[src/rtl/cpu_run_ctrl.sv]
// cpu_run_ctrl: run controller and result monitor for the CPU_pl pipeline.
// It sequences the CPU reset, runs the CPU until it sits on a halt self-loop
// (pc_next == pc repeated HALT_REPEAT times) or MAX_CYCLES elapse. Then it parks
// the CPU in reset and reports the cycle count, the halt/timeout status and an
// optional alu_result signature.
// Optional feature macro: CPU_RUN_SIG_EN (enables the alu_result signature;
// when undefined, sig is tied to zero).
// Control protocol: start is a single-cycle request, honoured only in IDLE or
// DONE; rst has priority over start in the same cycle.
module cpu_run_ctrl #(
    parameter int WIDTH       = 32,
    parameter int CNT_W       = 16,
    parameter int RST_CYCLES  = 2,
    parameter int HALT_REPEAT = 4,
    parameter int MAX_CYCLES  = 50
) (
    input  logic             clk,
    input  logic             rst,
    input  logic             start,
    output logic             cpu_rst,
    input  logic [WIDTH-1:0] pc,
    input  logic [WIDTH-1:0] pc_next,
    input  logic [WIDTH-1:0] alu_result,
    output logic             running,
    output logic             done,
    output logic             halted,
    output logic [CNT_W-1:0] cycle_count,
    output logic [WIDTH-1:0] sig,
    output logic [1:0]       dbg_state
);

    localparam int RC_W = $clog2(RST_CYCLES + 1);
    localparam int HC_W = $clog2(HALT_REPEAT + 1);
    localparam logic [RC_W-1:0]  RST_LOAD = RC_W'(RST_CYCLES);
    localparam logic [HC_W-1:0]  HALT_TGT = HC_W'(HALT_REPEAT);
    localparam logic [CNT_W-1:0] MAX_CNT  = CNT_W'(MAX_CYCLES);

    typedef enum logic [1:0] {
        S_IDLE  = 2'd0,
        S_RESET = 2'd1,
        S_RUN   = 2'd2,
        S_DONE  = 2'd3
    } state_t;

    state_t           state_q, state_d;
    logic [RC_W-1:0]  rst_cnt_q, rst_cnt_d;
    logic [HC_W-1:0]  halt_cnt_q, halt_cnt_d;
    logic [CNT_W-1:0] cnt_q, cnt_d;
    logic             cpu_rst_q, cpu_rst_d;
    logic             running_q, running_d;
    logic             done_q, done_d;
    logic             halted_q, halted_d;
    logic             launch;
    logic             halt_now;
    logic             tmo_now;

    // State register and registered outputs; rst abandons any run and parks the CPU.
    always_ff @(posedge clk) begin
        if (rst) begin
            state_q    <= S_IDLE;
            rst_cnt_q  <= '0;
            halt_cnt_q <= '0;
            cnt_q      <= '0;
            cpu_rst_q  <= 1'b1;
            running_q  <= 1'b0;
            done_q     <= 1'b0;
            halted_q   <= 1'b0;
        end else begin
            state_q    <= state_d;
            rst_cnt_q  <= rst_cnt_d;
            halt_cnt_q <= halt_cnt_d;
            cnt_q      <= cnt_d;
            cpu_rst_q  <= cpu_rst_d;
            running_q  <= running_d;
            done_q     <= done_d;
            halted_q   <= halted_d;
        end
    end

    // Next-state and next-output logic; everything holds unless a state acts on it.
    always_comb begin
        state_d    = state_q;
        rst_cnt_d  = rst_cnt_q;
        halt_cnt_d = halt_cnt_q;
        cnt_d      = cnt_q;
        cpu_rst_d  = cpu_rst_q;
        running_d  = running_q;
        done_d     = done_q;
        halted_d   = halted_q;
        launch     = 1'b0;
        halt_now   = 1'b0;
        tmo_now    = 1'b0;
        case (state_q)
            S_IDLE, S_DONE: begin
                // CPU stays parked; a start launches a fresh run with cleared results.
                cpu_rst_d = 1'b1;
                running_d = 1'b0;
                if (start) begin
                    launch     = 1'b1;
                    state_d    = S_RESET;
                    rst_cnt_d  = RST_LOAD;
                    halt_cnt_d = '0;
                    cnt_d      = '0;
                    done_d     = 1'b0;
                    halted_d   = 1'b0;
                end
            end
            S_RESET: begin
                // Last reset cycle drops cpu_rst and raises running on the same edge.
                cpu_rst_d = 1'b1;
                if (rst_cnt_q <= RC_W'(1)) begin
                    state_d   = S_RUN;
                    cpu_rst_d = 1'b0;
                    running_d = 1'b1;
                end else begin
                    rst_cnt_d = rst_cnt_q - RC_W'(1);
                end
            end
            S_RUN: begin
                if (cnt_q != '1) begin
                    cnt_d = cnt_q + CNT_W'(1);
                end
                if (pc_next == pc) begin
                    halt_cnt_d = halt_cnt_q + HC_W'(1);
                end else begin
                    halt_cnt_d = '0;
                end
                halt_now = (halt_cnt_d == HALT_TGT);
                tmo_now  = (cnt_d == MAX_CNT);
                // Halt takes priority when it coincides with the timeout.
                if (halt_now || tmo_now) begin
                    state_d   = S_DONE;
                    cpu_rst_d = 1'b1;
                    running_d = 1'b0;
                    done_d    = 1'b1;
                    halted_d  = halt_now;
                end
            end
            default: begin
                state_d = S_IDLE;
            end
        endcase
    end

`ifdef CPU_RUN_SIG_EN
    logic [WIDTH-1:0] sig_q, sig_d;

    // Signature: cleared at launch, rotate-left-1 then XOR alu_result every RUN cycle.
    always_comb begin
        sig_d = sig_q;
        if (launch) begin
            sig_d = '0;
        end else if (state_q == S_RUN) begin
            sig_d = {sig_q[WIDTH-2:0], sig_q[WIDTH-1]} ^ alu_result;
        end
    end

    // Signature register; frozen outside RUN.
    always_ff @(posedge clk) begin
        if (rst) begin
            sig_q <= '0;
        end else begin
            sig_q <= sig_d;
        end
    end

    assign sig = sig_q;
`else
    logic unused_alu;
    assign unused_alu = ^alu_result;
    assign sig        = '0;
`endif

    assign cpu_rst     = cpu_rst_q;
    assign running     = running_q;
    assign done        = done_q;
    assign halted      = halted_q;
    assign cycle_count = cnt_q;
    assign dbg_state   = state_q;

endmodule

[config.mk]
export PLATFORM = sky130hd
export DESIGN_NAME = cpu_run_ctrl
export DESIGN_NICKNAME = d
export VERILOG_FILES = /design/src/rtl/cpu_run_ctrl.sv
export SDC_FILE = /design/constraint.sdc
export NUM_CORES = 1
export LEC_CHECK = 0
export CORE_UTILIZATION = 40
export DETAILED_ROUTE_END_ITERATION = 8
export PLACE_DENSITY = 0.88
export SETUP_SLACK_MARGIN = 0.15
export SLEW_MARGIN = 30
export SYNTH_ARGS = -nofsm -noshare
export SYNTH_HDL_FRONTEND = slang
export SYNTH_SLANG_ARGS = --single-unit
[constraint.sdc]
create_clock -name clk -period 5.6 [get_ports clk]
set_input_delay 1.4 -clock clk [delete_from_list [all_inputs] [get_ports clk]]
set_output_delay 1.4 -clock clk [all_outputs]
set_load 0.02 [all_outputs]
==> impl_results.html <==
<table>
<tr><th>Metric</th><th>Value</th></tr>
<tr><th colspan="2">Outcome</th></tr>
<tr><td>Result of the run</td><td>finished clean</td></tr>
<tr><th colspan="2">Clock tree</th></tr>
<tr><td>Maximum root-to-sink buffer count</td><td>2</td></tr>
<tr><td>Insertion delay to the later sink of the worst-skew pair</td><td>0.27 ns</td></tr>
<tr><td>CTS buffer count</td><td>3</td></tr>
<tr><td>Number of sinks handled by clock tree synthesis</td><td>27</td></tr>
<tr><td>CTS root buffer</td><td>sky130_fd_sc_hd__clkbuf_8</td></tr>
<tr><td>Number of H-tree branching levels</td><td>1</td></tr>
<tr><td>Cells resized by post-CTS repair</td><td>0</td></tr>
<tr><td>Number of setup buffers added after CTS</td><td>0</td></tr>
<tr><td>TritonCTS clock tree</td><td>done</td></tr>
<tr><td>Clk pin slew, worst setup/hold paths</td><td>0.10 ns</td></tr>
<tr><td>Hold-fix buffer count after cts</td><td>0</td></tr>
<tr><th colspan="2">STA</th></tr>
<tr><td>Post-route worst setup slack</td><td>2.10 ns</td></tr>
<tr><td>Finish-stage setup viols</td><td>0</td></tr>
<tr><td>Worst slew margin</td><td>44.8%</td></tr>
<tr><td>Post-Route Setup TNS</td><td>0 ns</td></tr>
<tr><td>Maximum achievable frequency</td><td>286 MHz</td></tr>
<tr><td>Final period util</td><td>62.5%</td></tr>
<tr><td>Actual slew at the worst max-slew pin</td><td>0.822 ns</td></tr>
<tr><td>Min Clock Period, post-route</td><td>3.50 ns</td></tr>
<tr><td>Unrepaired setup endpoints after global routing</td><td>no</td></tr>
<tr><td>Worst clock skew</td><td>0.00283 ns</td></tr>
<tr><td>Final slew viol count</td><td>0</td></tr>
<tr><td>Final count of hold timing violations</td><td>0</td></tr>
<tr><th colspan="2">Global routing</th></tr>
<tr><td>Overflow left after global routing</td><td>0</td></tr>
<tr><td>Largest net degree at the start of global routing</td><td>31</td></tr>
<tr><td>Number of antenna violations at the first check in global routing</td><td>0</td></tr>
<tr><td>Total global-route track usage</td><td>20.3%</td></tr>
<tr><td>Via count of the first global-routing pass</td><td>2406</td></tr>
<tr><td>Wire length of the first global-routing pass</td><td>10.2 mm</td></tr>
<tr><th colspan="2">Floorplanning</th></tr>
<tr><td>Boundary pin count</td><td>153</td></tr>
<tr><td>Core box area</td><td>5610 um2</td></tr>
<tr><td>Effective utilization at floorplan</td><td>42.2%</td></tr>
<tr><td>Count of standard-cell rows</td><td>27</td></tr>
<tr><td>Horiz. Die Dim</td><td>78.9 um</td></tr>
<tr><td>Die Outline Area</td><td>6230 um2</td></tr>
<tr><td>Overall die height</td><td>78.9 um</td></tr>
<tr><th colspan="2">Power</th></tr>
<tr><td>Power density over the cells</td><td>248 nW/um2</td></tr>
<tr><td>Lkg Pwr</td><td>1.08 nW</td></tr>
<tr><td>Highest ir drop seen on vdd</td><td>0.212 mV</td></tr>
<tr><td>Post-route total power</td><td>0.000791 W</td></tr>
<tr><th colspan="2">Placed design</th></tr>
<tr><td>Final RePlAce weighted congestion</td><td>0.887</td></tr>
<tr><td>Number of input and output port buffers inserted</td><td>88</td></tr>
<tr><td>Setup slack at placement</td><td>1.74 ns</td></tr>
<tr><td>Post-detail-place hpwl</td><td>4.87 mm</td></tr>
<tr><th colspan="2">Route</th></tr>
<tr><td>Post-DRT Antenna Nets</td><td>0</td></tr>
<tr><td>DRT iter0 DRCs</td><td>142</td></tr>
<tr><td>Count of TritonRoute iterations in the first routing pass</td><td>4</td></tr>
<tr><td>Wire length reported by the detailed router</td><td>6.08 mm</td></tr>
<tr><td>Average wire per cell in the routed design</td><td>13.4 um</td></tr>
<tr><td>Total via count in the routed design</td><td>2440</td></tr>
<tr><td>Vias per std cell</td><td>5.39</td></tr>
<tr><td>Number of design rule violations left after detail routing</td><td>0</td></tr>
<tr><th colspan="2">Finish</th></tr>
<tr><td>Share of cells above drive strength 1</td><td>3.67%</td></tr>
<tr><td>Layout overhead on the synthesized area</td><td>34.9%</td></tr>
<tr><td>Fillers</td><td>527</td></tr>
<tr><td>Antenna diode instance count</td><td>0</td></tr>
<tr><td>Net count, final</td><td>487</td></tr>
<tr><th colspan="2">Worst setup path</th></tr>
<tr><td>Critical path, cell by cell</td><td>clkdlybuf4s50_1 &gt; xnor2_1 &gt; nand4_1 &gt; nor4_1 &gt; nand2_1 &gt; o21ai_0 &gt; o21ai_1 &gt; a32o_1</td></tr>
<tr><td>Biggest cell delay along the critical path</td><td>0.51 ns</td></tr>
<tr><td>Library cell contributing the largest single delay on the critical path</td><td>sky130_fd_sc_hd__clkdlybuf4s50_1</td></tr>
<tr><td>Family with the most delay on the worst path</td><td>compound AO/OA/AOI/OAI gates</td></tr>
<tr><td>Buffering stage count on the worst path with inverters included</td><td>1</td></tr>
<tr><td>Crit path DAT</td><td>3.67 ns</td></tr>
<tr><td>Crit path launch type</td><td>input port</td></tr>
<tr><td>Worst setup path category</td><td>in2reg</td></tr>
<tr><td>Required time of the worst setup path</td><td>5.77 ns</td></tr>
<tr><td>Sort of element at the end of the critical path</td><td>flip-flop</td></tr>
<tr><td>Biggest fanout along the worst timing path</td><td>5</td></tr>
<tr><th colspan="2">Yosys</th></tr>
<tr><td>Synthesis warning total</td><td>0</td></tr>
<tr><td>EDFF count, synth</td><td>0</td></tr>
<tr><td>Area of the mapped netlist</td><td>2370 um2</td></tr>
<tr><td>Count of unique library cells instantiated by Yosys</td><td>52</td></tr>
<tr><td>Post-synth top area cell</td><td>sky130_fd_sc_hd__dfxtp_1</td></tr>
<tr><td>Number of flip-flops and latches in the synthesized netlist</td><td>27</td></tr>
<tr><td>Top_reg_cell synth</td><td>sky130_fd_sc_hd__dfxtp_1</td></tr>
<tr><td>Part of the Yosys area used for sequential elements</td><td>22.8%</td></tr>
<tr><td>Synth Area per Inst</td><td>7.78 um2</td></tr>
<tr><td>Area share of the largest cell type after synthesis</td><td>22.8%</td></tr>
<tr><td>Leading post-synthesis cells by cell area</td><td>sky130_fd_sc_hd__dfxtp_1, sky130_fd_sc_hd__xnor2_1, sky130_fd_sc_hd__buf_4</td></tr>
<tr><td>Proportion of synthesized flip-flops having asynchronous set or reset</td><td>0%</td></tr>
<tr><td>Syn Inst Count</td><td>304</td></tr>
<tr><th colspan="2">Run</th></tr>
<tr><td>Max-cap check violation count</td><td>0</td></tr>
<tr><th colspan="2">Min path</th></tr>
<tr><td>Worst hold-check path type</td><td>reg2reg</td></tr>
</table>
==> area by class of cell <==
| cell class | count | area [um2] | area share (%) |
|---|---|---|---|
| Inverter | 8 | 30.0 | 0.941 |
| Clock inverter | 1 | 5.00 | 0.157 |
| Sequential cell | 27 | 541 | 16.9 |
| Multi-Input combinational cell | 254 | 1610 | 50.4 |
| Timing Repair Buffer | 88 | 876 | 27.4 |
| Clock buffer | 3 | 41.3 | 1.29 |
| Tap cell | 72 | 90.1 | 2.82 |
==> worst register-to-register path: stages, from the launching register on <==
cell and delay (ns):
sky130_fd_sc_hd__dfxtp_1 0.51, sky130_fd_sc_hd__ha_1 0.34, sky130_fd_sc_hd__and4_1 0.40, sky130_fd_sc_hd__nand4_1 0.29, sky130_fd_sc_hd__a211oi_1 0.34, sky130_fd_sc_hd__o22ai_1 0.15, sky130_fd_sc_hd__nor4_4 0.39, sky130_fd_sc_hd__o21ai_1 0.15
sky130_fd_sc_hd__a32o_1 0.32
==> cell usage after synthesis (4+ instances only) <==
master and n:
sky130_fd_sc_hd__buf_4 34, sky130_fd_sc_hd__nor4_1 4, sky130_fd_sc_hd__nor3_1 16, sky130_fd_sc_hd__a22oi_1 4
sky130_fd_sc_hd__nor2_1 27, sky130_fd_sc_hd__a21oi_1 11, sky130_fd_sc_hd__nand4_1 14, sky130_fd_sc_hd__ha_1 6
sky130_fd_sc_hd__a31oi_1 6, sky130_fd_sc_hd__o21ai_0 16, sky130_fd_sc_hd__xnor2_1 34, sky130_fd_sc_hd__buf_2 6
sky130_fd_sc_hd__clkbuf_1 6, sky130_fd_sc_hd__a311oi_1 5, sky130_fd_sc_hd__nand2_1 16, sky130_fd_sc_hd__inv_1 8
sky130_fd_sc_hd__nand3_1 10, sky130_fd_sc_hd__dfxtp_1 27, sky130_fd_sc_hd__mux2i_1 4, sky130_fd_sc_hd__and4_1 5
==> routing by layer <==
metal / vias up / part of all wire (%) / global-route usage [%]
met5: - / 0 / 0
met4: 0 / 0.89 / 5.64
met3: 8 / 7.5 / 5.63
met2: 112 / 53 / 38.7
met1: 1131 / 38 / 21.6
li1: 1189 / - / -
==> report_power, final <==
group | total (W) | switching [W] | internal (W)
Sequential | 0.000232 | 0.0000194 | 0.000212
Clock | 0.000113 | 0.0000635 | 0.0000499
Combinational | 0.000446 | 0.000264 | 0.000183
==> worst paths after layout <==
kind | start | to | slack [ns] | cells past startpoint
setup / recovery | pc_next[19] | halted | 2.10 | 8
hold / removal | halt_cnt_q[2] | halt_cnt_q[2] | 0.49 | 2
setup reg to reg | cycle_count[0] | halted | 2.60 | 8
hold reg to reg | halt_cnt_q[2] | halt_cnt_q[2] | 0.49 | 2
==> kinds of logic (layout without fill, tap and decap cells) <==
group,Yosys count,after routing,share of synthesized area [%]
xor+xnor,36,36,13.3
mux,6,6,2.80
buf+inv,54,100,14.3
simple gates,113,113,26.2
fa+ha+maj,6,6,3.17
compound gates,61,61,17.2
flops,27,27,22.8
other cells,1,32,0.158
==> state kept, by name, indices dropped and copies added (netlist names) <==
register     cells
dbg_state        2
halted           1
halt_cnt_q       3
cycle_count     16
running          1
cpu_rst          1
rst_cnt_q        2
done             1
==> cells in the final DEF (no fill, tap or decap), types with 5 or more instances in the layout <==
cell type,n
sky130_fd_sc_hd__nor2_1,27
sky130_fd_sc_hd__ha_1,6
sky130_fd_sc_hd__xnor2_1,34
sky130_fd_sc_hd__a311oi_1,5
sky130_fd_sc_hd__a21oi_1,11
sky130_fd_sc_hd__clkdlybuf4s50_1,87
sky130_fd_sc_hd__nand4_1,14
sky130_fd_sc_hd__inv_1,8
sky130_fd_sc_hd__nor3_1,15
sky130_fd_sc_hd__dfxtp_1,27
sky130_fd_sc_hd__conb_1,32
sky130_fd_sc_hd__o21ai_0,16
sky130_fd_sc_hd__nand3_1,10
sky130_fd_sc_hd__a31oi_1,6
sky130_fd_sc_hd__and4_1,5
sky130_fd_sc_hd__nand2_1,16
==> stage by stage <==
stage / area, um2 / utilization, % / hold WS (ns) / std cells
finish: 3190 / 56.9 / 0.489 / 453
global route: 3190 / 56.9 / 0.509 / 453
CTS: 3190 / 56.9 / 0.488 / 453
detailed placement: 3150 / 56.1 / 0.475 / 449
global placement: 3150 / 56.1 / 0.462 / 449
floorplan: 2480 / - / 0.451 / 335
Note: power is estimated with default switching activity, not from simulation.
